$ cat config.mk
export PLATFORM = sky130hd
export DESIGN_NAME = alu6_cmd_queue
export DESIGN_NICKNAME = d
export VERILOG_FILES = /design/src/rtl/alu6_cmd_queue.sv
export SDC_FILE = /design/constraint.sdc
export NUM_CORES = 1
export LEC_CHECK = 0
export BUFFER_PORTS_ARGS = -buffer_cell sky130_fd_sc_hd__buf_2
export CAP_MARGIN = 0
export CELL_PAD_IN_SITES_DETAIL_PLACEMENT = 0
export CELL_PAD_IN_SITES_GLOBAL_PLACEMENT = 1
export CORE_MARGIN = 2
export CORE_UTILIZATION = 52
export CTS_BUF_LIST = sky130_fd_sc_hd__clkbuf_2
export DETAILED_ROUTE_END_ITERATION = 6
export PLACE_DENSITY = 0.95
export SYNTH_ARGS = -nofsm -noshare
export SYNTH_HDL_FRONTEND = slang
export SYNTH_SLANG_ARGS = --single-unit
$ cat constraint.sdc
create_clock -name clk -period 5.1 [get_ports clk]
set_input_delay 0.51 -clock clk [delete_from_list [all_inputs] [get_ports clk]]
set_output_delay 0.51 -clock clk [all_outputs]
set_load 0.02 [all_outputs]
$ cat src/rtl/alu6_cmd_queue.sv
// Command FIFO and registered result stage around the external ALU6 unit.
// Optional input OP filtering with error counter: define ALU6_CMD_OPCHECK_EN.
module alu6_cmd_queue #(
  parameter int DEPTH = 4
) (
  input  logic                       clk,
  input  logic                       rst_n,
  input  logic                       in_valid,
  output logic                       in_ready,
  input  logic [3:0]                 in_a,
  input  logic [3:0]                 in_b,
  input  logic [2:0]                 in_op,
  output logic [3:0]                 alu_a,
  output logic [3:0]                 alu_b,
  output logic [2:0]                 alu_op,
  input  logic [3:0]                 alu_result,
  output logic                       res_valid,
  input  logic                       res_ready,
  output logic [3:0]                 res_data,
  output logic [2:0]                 res_op,
  output logic [$clog2(DEPTH):0]     level
`ifdef ALU6_CMD_OPCHECK_EN
  ,
  output logic [7:0]                 err_cnt
`endif
);

  localparam int PW = $clog2(DEPTH);
  localparam int LW = PW + 1;

  logic [10:0]   mem [DEPTH];
  logic [PW-1:0] wr_ptr;
  logic [PW-1:0] rd_ptr;
  logic [10:0]   head;
  logic          accept;
  logic          op_ok;
  logic          push;
  logic          pop;
  logic          not_empty;

  assign not_empty = (level != '0);
  assign in_ready  = (level != LW'(DEPTH));
  assign accept    = in_valid && in_ready;

`ifdef ALU6_CMD_OPCHECK_EN
  assign op_ok = (in_op <= 3'b100);
`else
  assign op_ok = 1'b1;
`endif

  assign push = accept && op_ok;
  // A push into an empty queue cannot also pop: the head only becomes valid next cycle.
  assign pop  = not_empty && (!res_valid || res_ready);

  assign head   = mem[rd_ptr];
  assign alu_a  = not_empty ? head[10:7] : 4'h0;
  assign alu_b  = not_empty ? head[6:3]  : 4'h0;
  assign alu_op = not_empty ? head[2:0]  : 3'h0;

  // Storage is deliberately left out of reset; level alone qualifies the contents.
  always_ff @(posedge clk) begin
    if (push) begin
      mem[wr_ptr] <= {in_a, in_b, in_op};
    end
  end

  always_ff @(posedge clk or negedge rst_n) begin
    if (!rst_n) begin
      wr_ptr <= '0;
      rd_ptr <= '0;
      level  <= '0;
    end else begin
      if (push) begin
        wr_ptr <= wr_ptr + 1'b1;
      end
      if (pop) begin
        rd_ptr <= rd_ptr + 1'b1;
      end
      level <= level + LW'(push) - LW'(pop);
    end
  end

  always_ff @(posedge clk or negedge rst_n) begin
    if (!rst_n) begin
      res_valid <= 1'b0;
      res_data  <= 4'h0;
      res_op    <= 3'h0;
    end else if (pop) begin
      res_valid <= 1'b1;
      res_data  <= alu_result;
      res_op    <= head[2:0];
    end else if (res_ready) begin
      res_valid <= 1'b0;
    end
  end

`ifdef ALU6_CMD_OPCHECK_EN
  always_ff @(posedge clk or negedge rst_n) begin
    if (!rst_n) begin
      err_cnt <= 8'h00;
    end else if (accept && !op_ok && (err_cnt != 8'hFF)) begin
      err_cnt <= err_cnt + 8'h01;
    end
  end
`endif

endmodule

Word level (Yosys, flattened, before mapping)
Memories as Yosys holds them, arrays and structs flattened.
Index checks and enable logic that the tools add are counted.
{ "classes": {"add_sub_neg": 4, "n_eq_ne": 1, "n_mux": 7, "n_reduce_logical": 6} }
{ "op_table": {"columns": ["operator", "count"], "rows": [
  ["$mux 4", 2],
  ["$add 2x1->2 const B", 2],
  ["$mux 1", 4],
  ["$add 3x1->3", 1],
  ["$mux 3", 1],
  ["$ne 3x3->1 const B", 1],
  ["$reduce_bool 3->1", 1],
  ["$sub 3x1->3", 1],
  ["$logic_and 1x1->1", 2],
  ["$reduce_bool 2->1", 1],
  ["$logic_not 1->1", 1],
  ["$logic_or 1x1->1", 1]
]} }
{ "word_totals": {"register_bits": 15, "ram_bits": 44, "in_bits": 19, "out_inout_bits": 23, "elab_cells": 25, "n_memories": 1} }
{ "memory_table": {"columns": ["name", "depth", "word_bits", "read_ports", "rd_ports_with_merged_regs", "wr", "line", "source"], "rows": [
  ["mem", 4, 11, 1, 0, 1, "31", "logic [10:0] mem [DEPTH];"]
]} }

Longest topological paths before layout
Gate-level depths: netlist (run 1).
{ "depth": {"depth_word": 4, "mapped_depth": 10, "depth_no_buf": 10} }

Worst setup path before layout (run 1)
No wires, ideal clock.
{ "synth_path": {"kind": "register to register", "startpoint": "reg level[1]", "endpoint": "reg level[2]", "setup_ns": 0.133, "arrival_ns": 2.271, "t_required_ns": 4.967, "slack_ns": 2.695, "stages_incl_launch_ff": 11, "path_buffers": 0, "synth_period_minus_slack_ns": 2.405, "path_cell_list": "dfrtp_1 or3b_4 and2_4 inv_1 ha_1 inv_1 ha_1 inv_1 fa_1 xnor2_1 xnor2_1"} }
{ "synth_via": {"elab_chain_len": 4, "elab_cells_between_ends": 6, "classes_between": "2 x add/sub; 1 x eq/ne; 3 x reduce/logical"} }
{ "synth_lines": {"columns": ["element", "line", "source"], "rows": [
  ["from (decl)", "21", "output logic [$clog2(DEPTH):0] level"],
  ["from (signal assigned)", "79", "level <= level + LW'(push) - LW'(pop);"],
  ["$ne 3x3->1", "42", "assign in_ready = (level != LW'(DEPTH));"],
  ["via in_ready", "9", "output logic in_ready,"],
  ["$logic_and 1x1->1", "43", "assign accept = in_valid && in_ready;"],
  ["$add 3x1->3", "79", null],
  ["$sub 3x1->3", "79", null]
]} }
The timed path passes the listed nets, and every way through them passes these cells.
A chain may end at the register's enable or synchronous reset.

Worst setup path in the final report (run 1)
{ "layout_path": {"startpoint": "reg level[1]", "endpoint": "reg level[2]"} }
{ "layout_via": {"elab_chain_len": 4, "elab_cells_between_ends": 6, "classes_between": "2 x add/sub; 1 x eq/ne; 3 x reduce/logical"} }
{ "layout_lines": {"columns": ["element", "line"], "rows": [
  ["$ne 3x3->1", "42"],
  ["$logic_and 1x1->1", "43"],
  ["$add 3x1->3", "79"],
  ["$sub 3x1->3 *", "79"]
]} }
Every way passes the cells marked *; elsewhere a longest branch is shown, timed or not.

==> results.toml, run 1 <==
[finish]
final_cell_mix = "edfxtp_1, buf_2, dfrtp_1"
fillerInstances = 325
fin_nets = 198
syn_to_final_growth_pct = 14.1
n_antenna_cell = 0
drive_above_1_share = 0.424
final_common_cell = "edfxtp_1"

[routing]
detail_route.first_pass.iterations = 4
vias = 1223
drc = 0
totalWireLength_microns = 3810
vias_per_cell = 5.34
wl_per_cell_microns = 16.6
drtIter0Drc = 109
final_antenna_net_count = 0

[die]
initial_core_util = 0.541
coreArea_sq_um = 4380
dieWidth_microns = 71.6
pin_count = 42
rows = 24
die_y_microns = 71.6
dieArea_sq_um = 5120

[clock_tree]
cts_hold_buffers = 1
clkLatencyLatePin_ns = 0.44
clock-sinks = 59
cts_made_buffers = 9
tritoncts = "yes"
cts.htree.levels = 3
cts.path.max_buffers = 2
cts_setup_buffers = 0
cts_root_buf = "clkbuf_2"
cts-resized-gates = 0
path_clk_slew_ns = 0.15

[place]
hpwl_microns = 2670
port_buffers = 41
gp_congestion = 0.796

[worst_setup_path]
arrival_ns = 3.15
required_ns = 5.47
crit_path_start_kind = "flop"
cp_slowest_cell = "nor2b_1"
path_cells = "nor3_1 > buf_4 > nor2b_1 > ha_1 > inv_1 > ha_1 > inv_1 > fa_1 > xnor2_1 > xnor2_1"
path_class = "reg2reg"
critPathBufInv = 3
startpoint = "level[1]$_DFF_PN0_"
cp_top_family = "adder cells"
end_kind = "flop"
slowest_delay_ns = 0.65
crit_fanout = 14
r2r_start = "level[1]$_DFF_PN0_"

[timing]
relSlewSlack = 0.454
rsz0062_at_grt = "false"
slew_viol_final = 0
worst_slew_pin_slew_ns = 0.818
timing.fmax_ghz = 0.361
hold_viol = 0
period_share = 0.543
fin_skew_ns = 0.0138
setup_viol = 0
fin_crit_ns = 2.77
setup_tns_ns = 0

[power]
p_int_mw = 1.02
p_sw_frac = 0.367
pwr-share-seq = 0.468
p_sw_mw = 0.589
p_total_mw = 1.61
p_per_area_nw_per_um2 = 593
p_clk_frac = 0.129
pwr-share-comb = 0.403
p_leak_nw = 1.08
ir_worst_vdd_v = 0.000253

[synth]
yosys.area_share.xor_xnor = 0.0185
synth_top_area_share = 0.557
synth.area.mux_share = 0.144
ys_seq_area_frac = 0.715
synthSimpleGateAreaFrac = 0.0617
synth_top_cell_by_area = "edfxtp_1"
ys_async_sr_fraction = 0.254
synth_area_leaders = "edfxtp_1, dfrtp_1, mux4_2, mux2_2, ha_1"
yosysUniqueCellTypes = 23
synthesis.nets = 148
synth.avg_cell_area_sq_um = 19.5
synth-adder-area-share = 0.0401
synth_edf_count = 44
synth_compound_area_frac = 0
synth_area_sq_um = 2370
dominantRegCellSynth = "edfxtp_1"
synth_top_family_by_area = "multiplexers"
ys.warnings.count = 0
synth_seq_cells = 59
synthCells = 122

[grt]
grt_overflow_total = 0
grt_max_degree = 16
first_global_vias = 1264
grt_usage = 0.171
grt_pass1_wl_microns = 6220
antenna_found_initial = 0

[outcome]
outcome = "finished, final reports clean"

[hold_path]
hold_path.class = "in2reg"
min_from = "in_a[3]"

[job]
max-cap-violations = 0
==> cell families after synthesis <==
family	Yosys count
DFF	59
and+or+nand+nor	22
muxes	19
buffers and inverters	10
adders and majority gates	7
xor gates and xnor gates	5
==> through the flow <==
step                area (sq um)  utilization  cells  worst slack, ns  hold WS, ns
finish                      2710        0.618    229             2.33        0.275
global route                2710        0.618    229             2.13        0.205
CTS                         2710        0.618    229             2.26        0.220
detailed placement          2620        0.598    212             2.34        0.428
global placement            2620        0.598    212             2.49        0.420
floorplan                   2370            -    122             2.70        0.214
==> area by class of cell <==
class                           instances  area (sq um)  share of cell area
Inverter                                6          22.5             0.00831
Tap cell                               52          65.1              0.0240
Timing Repair Buffer                   43           223              0.0822
Multi-Input combinational cell         53           627               0.231
Clock buffer                           11          55.1              0.0203
Sequential cell                        59          1700               0.626
Clock inverter                          5          20.0             0.00739
==> power by group through the flow <==
stage          clock network, mW  logic, mW  registers [mW]
2_1_floorplan                  0      0.462           0.763
3_3_place_gp                   0      0.637           0.753
3_5_place_dp                   0      0.656           0.769
4_1_cts                    0.216      0.660           0.757
5_1_grt                    0.237      0.704           0.772
6_report                   0.206      0.648           0.752
==> routing by layer <==
layer / global-route usage / vias to the layer above / wire (microns) / share of wire
met5: 0 / - / 0 / 0
met3: 0.0717 / 4 / 238 / 0.063
met4: 0.0755 / 0 / 43 / 0.011
li1: - / 561 / - / -
met2: 0.278 / 37 / 2060 / 0.54
met1: 0.200 / 621 / 1470 / 0.38
==> synthesized netlist by cell type (all sizes together), types with 2 or more instances <==
| master | instances |
|---|---|
| and2b | 2 |
| and3 | 4 |
| buf | 3 |
| dfrtp | 15 |
| edfxtp | 44 |
| ha | 6 |
| inv | 6 |
| mux2 | 8 |
| mux4 | 11 |
| nor2b | 10 |
| xnor2 | 3 |
| xor2 | 2 |
==> worst reg2reg max path: stages, from the launching register on <==
cell,delay (ns)
dfrtp_1,0.50
nor3_1,0.09
buf_4,0.19
nor2b_1,0.65
ha_1,0.37
inv_1,0.06
ha_1,0.13
inv_1,0.05
fa_1,0.37
xnor2_1,0.18
xnor2_1,0.14
==> worst paths after layout <==
check,end,cells past startpoint,slack (ns)
worst max register to register,level[2]$_DFF_PN0_,10,2.33
min in group asynchronous,level[1]$_DFF_PN0_,2,0.49
worst min-delay path,mem[3][10]$_DFFE_PP_,1,0.27
worst min register to register,res_data[3]$_DFFE_PN0P_,1,0.52
max in group asynchronous,res_op[1]$_DFFE_PN0P_,2,4.37
worst max-delay path,level[2]$_DFF_PN0_,10,2.33
==> registers in the layout, summed over array words and instances (netlist names) <==
register / count
wr_ptr: 2
res_valid: 1
res_op: 3
level: 3
mem: 44
rd_ptr: 2
res_data: 4
(Power assumes the default switching activity.)
==> run 2: changes to the inputs <==
- CORE_UTILIZATION: 52 -> 44
- PLACE_DENSITY: 0.95 -> 0.88
- clock period: 5.1 -> 2.3 ns (I/O delays scaled with it)
==> run 2 against run 1 <==
  * Sequential share of layout area is 5.8 points lower
  * Die area is 17% higher
  * Maximum frequency is 23% higher
  * Highest routed layer unchanged
==> results.toml, run 2 (synthesis results as in run 1) <==
[outcome]
outcome = "finished, final reports clean"

[routing]
totalWireLength_microns = 4190
vias_per_cell = 4.81
detail_route.first_pass.iterations = 4
final_antenna_net_count = 0
vias = 1299
wl_per_cell_microns = 15.5
drc = 0
drtIter0Drc = 50

[timing]
relSlewSlack = 0.612
timing.fmax_ghz = 0.444
slew_viol_final = 0
setup_viol = 0
fin_skew_ns = 0.0299
worst_slew_pin_slew_ns = 0.581
period_share = 0.979
fin_crit_ns = 2.25
hold_viol = 0
setup_tns_ns = 0

[grt]
antenna_found_initial = 0
grt_usage = 0.145
first_global_vias = 1349
grt_pass1_wl_microns = 6410
grt_overflow_total = 0
grt_max_degree = 16

[hold_path]
hold_path.class = "in2reg"

[worst_setup_path]
required_ns = 2.67
r2r_slack_ns = 0.05
arrival_ns = 2.63
slowest_delay_ns = 0.43
critical_path.most_common_cell = "inv_2"
path_cells = "or3b_4 > and2_4 > inv_2 > ha_4 > inv_2 > ha_4 > inv_2 > fa_2 > xnor2_2 > xnor2_1"
cp_slowest_cell = "dfrtp_2"
end_kind = "flop"
path_class = "reg2reg"
crit_fanout = 3
crit_path_start_kind = "flop"

[finish]
design_area_sq_um = 2990
fillerInstances = 360
regMostFlops = "mem"
n_antenna_cell = 0
drive_above_1_share = 0.470
largest_reg_flops = 44
fin_nets = 221
reg_top3 = "mem x44, res_data x4"
instances_no_fill = 270
final_cell_mix = "edfxtp_1, buf_2, dlygate4sd3_1"
final_common_cell = "edfxtp_1"
syn_to_final_growth_pct = 26.0

[place]
gp_congestion = 0.755
port_buffers = 41
hpwl_microns = 2750
dp.cells = 233
dpl_cell_area_sq_um = 2680

[power]
ir_worst_vdd_v = 0.000460
p_total_mw = 3.82
p_leak_nw = 1.19
p_per_area_nw_per_um2 = 1280

[die]
rows = 26
pin_count = 42
coreArea_sq_um = 5170
initial_core_util = 0.459
dieWidth_microns = 77.4
die_y_microns = 77.4
dieArea_sq_um = 6000

[clock_tree]
cts.path.max_buffers = 2
path_clk_slew_ns = 0.14
clkLatencyLatePin_ns = 0.48
cts.htree.levels = 3
cts_made_buffers = 9
cts_root_buf = "clkbuf_2"
tritoncts = "yes"
clock-sinks = 59

[job]
max-cap-violations = 0
run 2: stage by stage:
step	hold slack, ns	worst slack [ns]	utilization
2_1_floorplan	-0.0656	0.0232	-
3_3_place_gp	0.141	0.108	0.517
3_5_place_dp	0.156	0.0303	0.517
4_1_cts	0.0379	0.0231	0.566
5_1_grt	0.0630	-0.0196	0.578
6_report	0.0579	0.0482	0.578
run 2: power breakdown:
group / leakage, nW / switching (mW) / internal (mW)
clock network: 0.0559 / 0.335 / 0.136
logic: 0.557 / 0.932 / 0.817
registers: 0.572 / 0.144 / 1.45
run 2: path summary, 6_finish.rpt:
kind | to | startpoint | cells after the start
hold reg to reg | res_data[1]$_DFFE_PN0P_ | res_data[1]$_DFFE_PN0P_ | 1
max in group asynchronous | level[0]$_DFF_PN0_ | rst_n | 2
setup / recovery | level[2]$_DFF_PN0_ | level[1]$_DFF_PN0_ | 10
min in group asynchronous | rd_ptr[1]$_DFFE_PN0P_ | rst_n | 2
setup reg to reg | level[2]$_DFF_PN0_ | level[1]$_DFF_PN0_ | 10
hold / removal | res_valid$_DFFE_PN0P_ | res_ready | 3
run 2: final cells by class:
type	instances	area, sq um	share of cell area
Sequential cell	59	1700	0.568
Timing Repair Buffer	66	433	0.145
Inverter	6	22.5	0.00753
Tap cell	70	87.6	0.0293
Clock buffer	11	55.1	0.0184
Clock inverter	5	20.0	0.00669
Multi-Input combinational cell	53	673	0.225
run 2: layer usage:
metal	vias to the layer above	wire length, microns	share of wire	GRT usage
li1	607	-	-	-
met1	656	1600	0.38	0.161
met2	25	2320	0.55	0.244
met3	11	115	0.027	0.0291
met4	0	160	0.038	0.114
met5	-	0	0	0
run 2: repair_timing:
item / 4_1_cts / 5_1_grt
resized for setup: 1 / 8
pin swaps: 0 / 5
setup endpoints to repair: 1 / 3
hold endpoints to repair: 63 / 0
hold buffers: 16 / 0
buffers inserted: 1 / 4
run 2: worst max-delay path: cells and delay by family, from the launching register on:
| kind | cells | cell delay (ns) |
|---|---|---|
| adder cells (fa/ha/maj) | 3 | 0.72 |
| AND/OR/NAND/NOR | 2 | 0.57 |
| flip-flops | 1 | 0.43 |
| XOR/XNOR | 2 | 0.27 |
| buffers and inverters | 3 | 0.17 |
==> run 3: changes to the inputs <==
- PLACE_DENSITY: 0.88 -> 0.75
==> run 3 against run 2 <==
  * Critical endpoint unchanged
  * Non-clock buffer count up 1
  * Critical path type unchanged
  * Sequential share of layout area down 0.12 points
  * Global-route usage up 1.2 points
  * Final cell count up 0.37%
  * Flip-flop and latch count unchanged
  * Worst setup slack better by 0.0099 ns
  * Clock power up 3%
  * Highest routed layer unchanged
  * Maximum frequency up 0.44%
  * Design area up 0.21%
  * Hold slack better by 0.030 ns
==> results.toml, run 3 (synthesis results as in run 1) <==
[timing]
fin_skew_ns = 0.0167
rsz0062_at_grt = "true"
hold_viol = 0
worst_slew_pin_slew_ns = 0.617
period_share = 0.975
setup_viol = 0
setup_ws_ns = 0.0581
holdWs_ns = 0.0884
setup_tns_ns = 0
relSlewSlack = 0.588
fin_crit_ns = 2.24
slew_viol_final = 0
timing.fmax_ghz = 0.446

[power]
ir_worst_vdd_v = 0.000593
p_leak_nw = 1.19
p_total_mw = 3.83
p_per_area_nw_per_um2 = 1280

[job]
max-cap-violations = 0

[place]
port_buffers = 41
pre_cts_slack_ns = 0.00831
dp.cells = 234
hpwl_microns = 2800
gp_congestion = 0.733
dpl_cell_area_sq_um = 2680

[routing]
totalWireLength_microns = 4310
final_antenna_net_count = 0
wl_per_cell_microns = 15.9
drtIter0Drc = 72
vias_per_cell = 4.87
drc = 0
vias = 1320
detail_route.first_pass.iterations = 4

[outcome]
outcome = "finished, final reports clean"

[finish]
final_core_util = 0.580
reg_top3 = "mem x44, res_data x4"
final_cell_mix = "edfxtp_1, buf_2, dlygate4sd3_1"
regMostFlops = "mem"
instances_no_fill = 271
drive_above_1_share = 0.483
largest_reg_flops = 44
n_antenna_cell = 0
fin_nets = 222
design_area_sq_um = 3000
syn_to_final_growth_pct = 26.3
final_common_cell = "edfxtp_1"

[grt]
grt_usage = 0.158
first_global_vias = 1372
grt_overflow_total = 0
antenna_found_initial = 0
grt_max_degree = 16
grt_pass1_wl_microns = 6780

[die]
pin_count = 42
dieArea_sq_um = 6000
coreArea_sq_um = 5170
dieWidth_microns = 77.4
die_y_microns = 77.4
rows = 26
initial_core_util = 0.459

[worst_setup_path]
end_kind = "flop"
startpoint = "level[1]$_DFF_PN0_"
worstRegToRegCells = 10
r2r_end = "level[2]$_DFF_PN0_"
r2r_slack_ns = 0.06
required_ns = 2.65
arrival_ns = 2.59
crit_path_start_kind = "flop"
r2r_start = "level[1]$_DFF_PN0_"
path_class = "reg2reg"
crit_fanout = 4
cp-endpoint = "level[2]$_DFF_PN0_"

[hold_path]
hold_path.class = "in2reg"

[clock_tree]
tritoncts = "yes"
cts.htree.levels = 3
path_clk_slew_ns = 0.13
cts.path.max_buffers = 2
cts_root_buf = "clkbuf_2"
clock-sinks = 59
cts_made_buffers = 9
clkLatencyLatePin_ns = 0.46
[run 3: worst max-delay path, cell delays in order (launching register included)]
cell and delay (ns):
dfrtp_2 0.43, or3b_4 0.42, and2_4 0.16, inv_2 0.06
ha_4 0.19, inv_4 0.05, ha_4 0.12, inv_2 0.03
fa_2 0.39, xnor2_2 0.14, xnor2_1 0.13
[run 3: timing repair]
item,CTS,global route
hold buffers,16,0
endpoints found under the setup margin,1,2
gates resized for setup,1,8
hold endpoints to repair,63,0
pin swaps,0,6
buffers inserted,1,4
[run 3: area by class of cell]
class,count,area [sq um]
fillers,409,2170
inverters,6,25.0
repair buffers,67,440
clock buffers,12,60.1
well taps,70,87.6
clock inverters,4,17.5
multi-input cells,53,667
flip-flops and latches,59,1700
[run 3: where the power goes]
group | leakage (nW) | internal (mW) | total, mW | switching [mW]
Combinational | 0.560 | 0.829 | 1.74 | 0.912
Clock | 0.0608 | 0.146 | 0.486 | 0.340
Sequential | 0.572 | 1.45 | 1.60 | 0.148
[run 3: worst min path at each step]
stage          slack (ns)                 endpoint  cells after the start  startpoint
6_report             0.09    res_valid$_DFFE_PN0P_                      3   res_ready
5_1_grt              0.06    res_valid$_DFFE_PN0P_                      3   res_ready
4_1_cts              0.02    res_valid$_DFFE_PN0P_                      3   res_ready
3_5_place_dp         0.16    res_op[2]$_DFFE_PN0P_                      1       rst_n
3_3_place_gp         0.15  res_data[2]$_DFFE_PN0P_                      1       rst_n
2_1_floorplan       -0.07       level[0]$_DFF_PN0_                      0       rst_n
[run 3: per-layer routing]
layer,GRT usage,up-vias,part of all wire,wire [microns]
met5,0,-,0,0
met4,0.100,0,0.014,60
met3,0.0488,6,0.039,170
met2,0.266,23,0.55,2360
met1,0.173,679,0.40,1720
li1,-,612,-,-
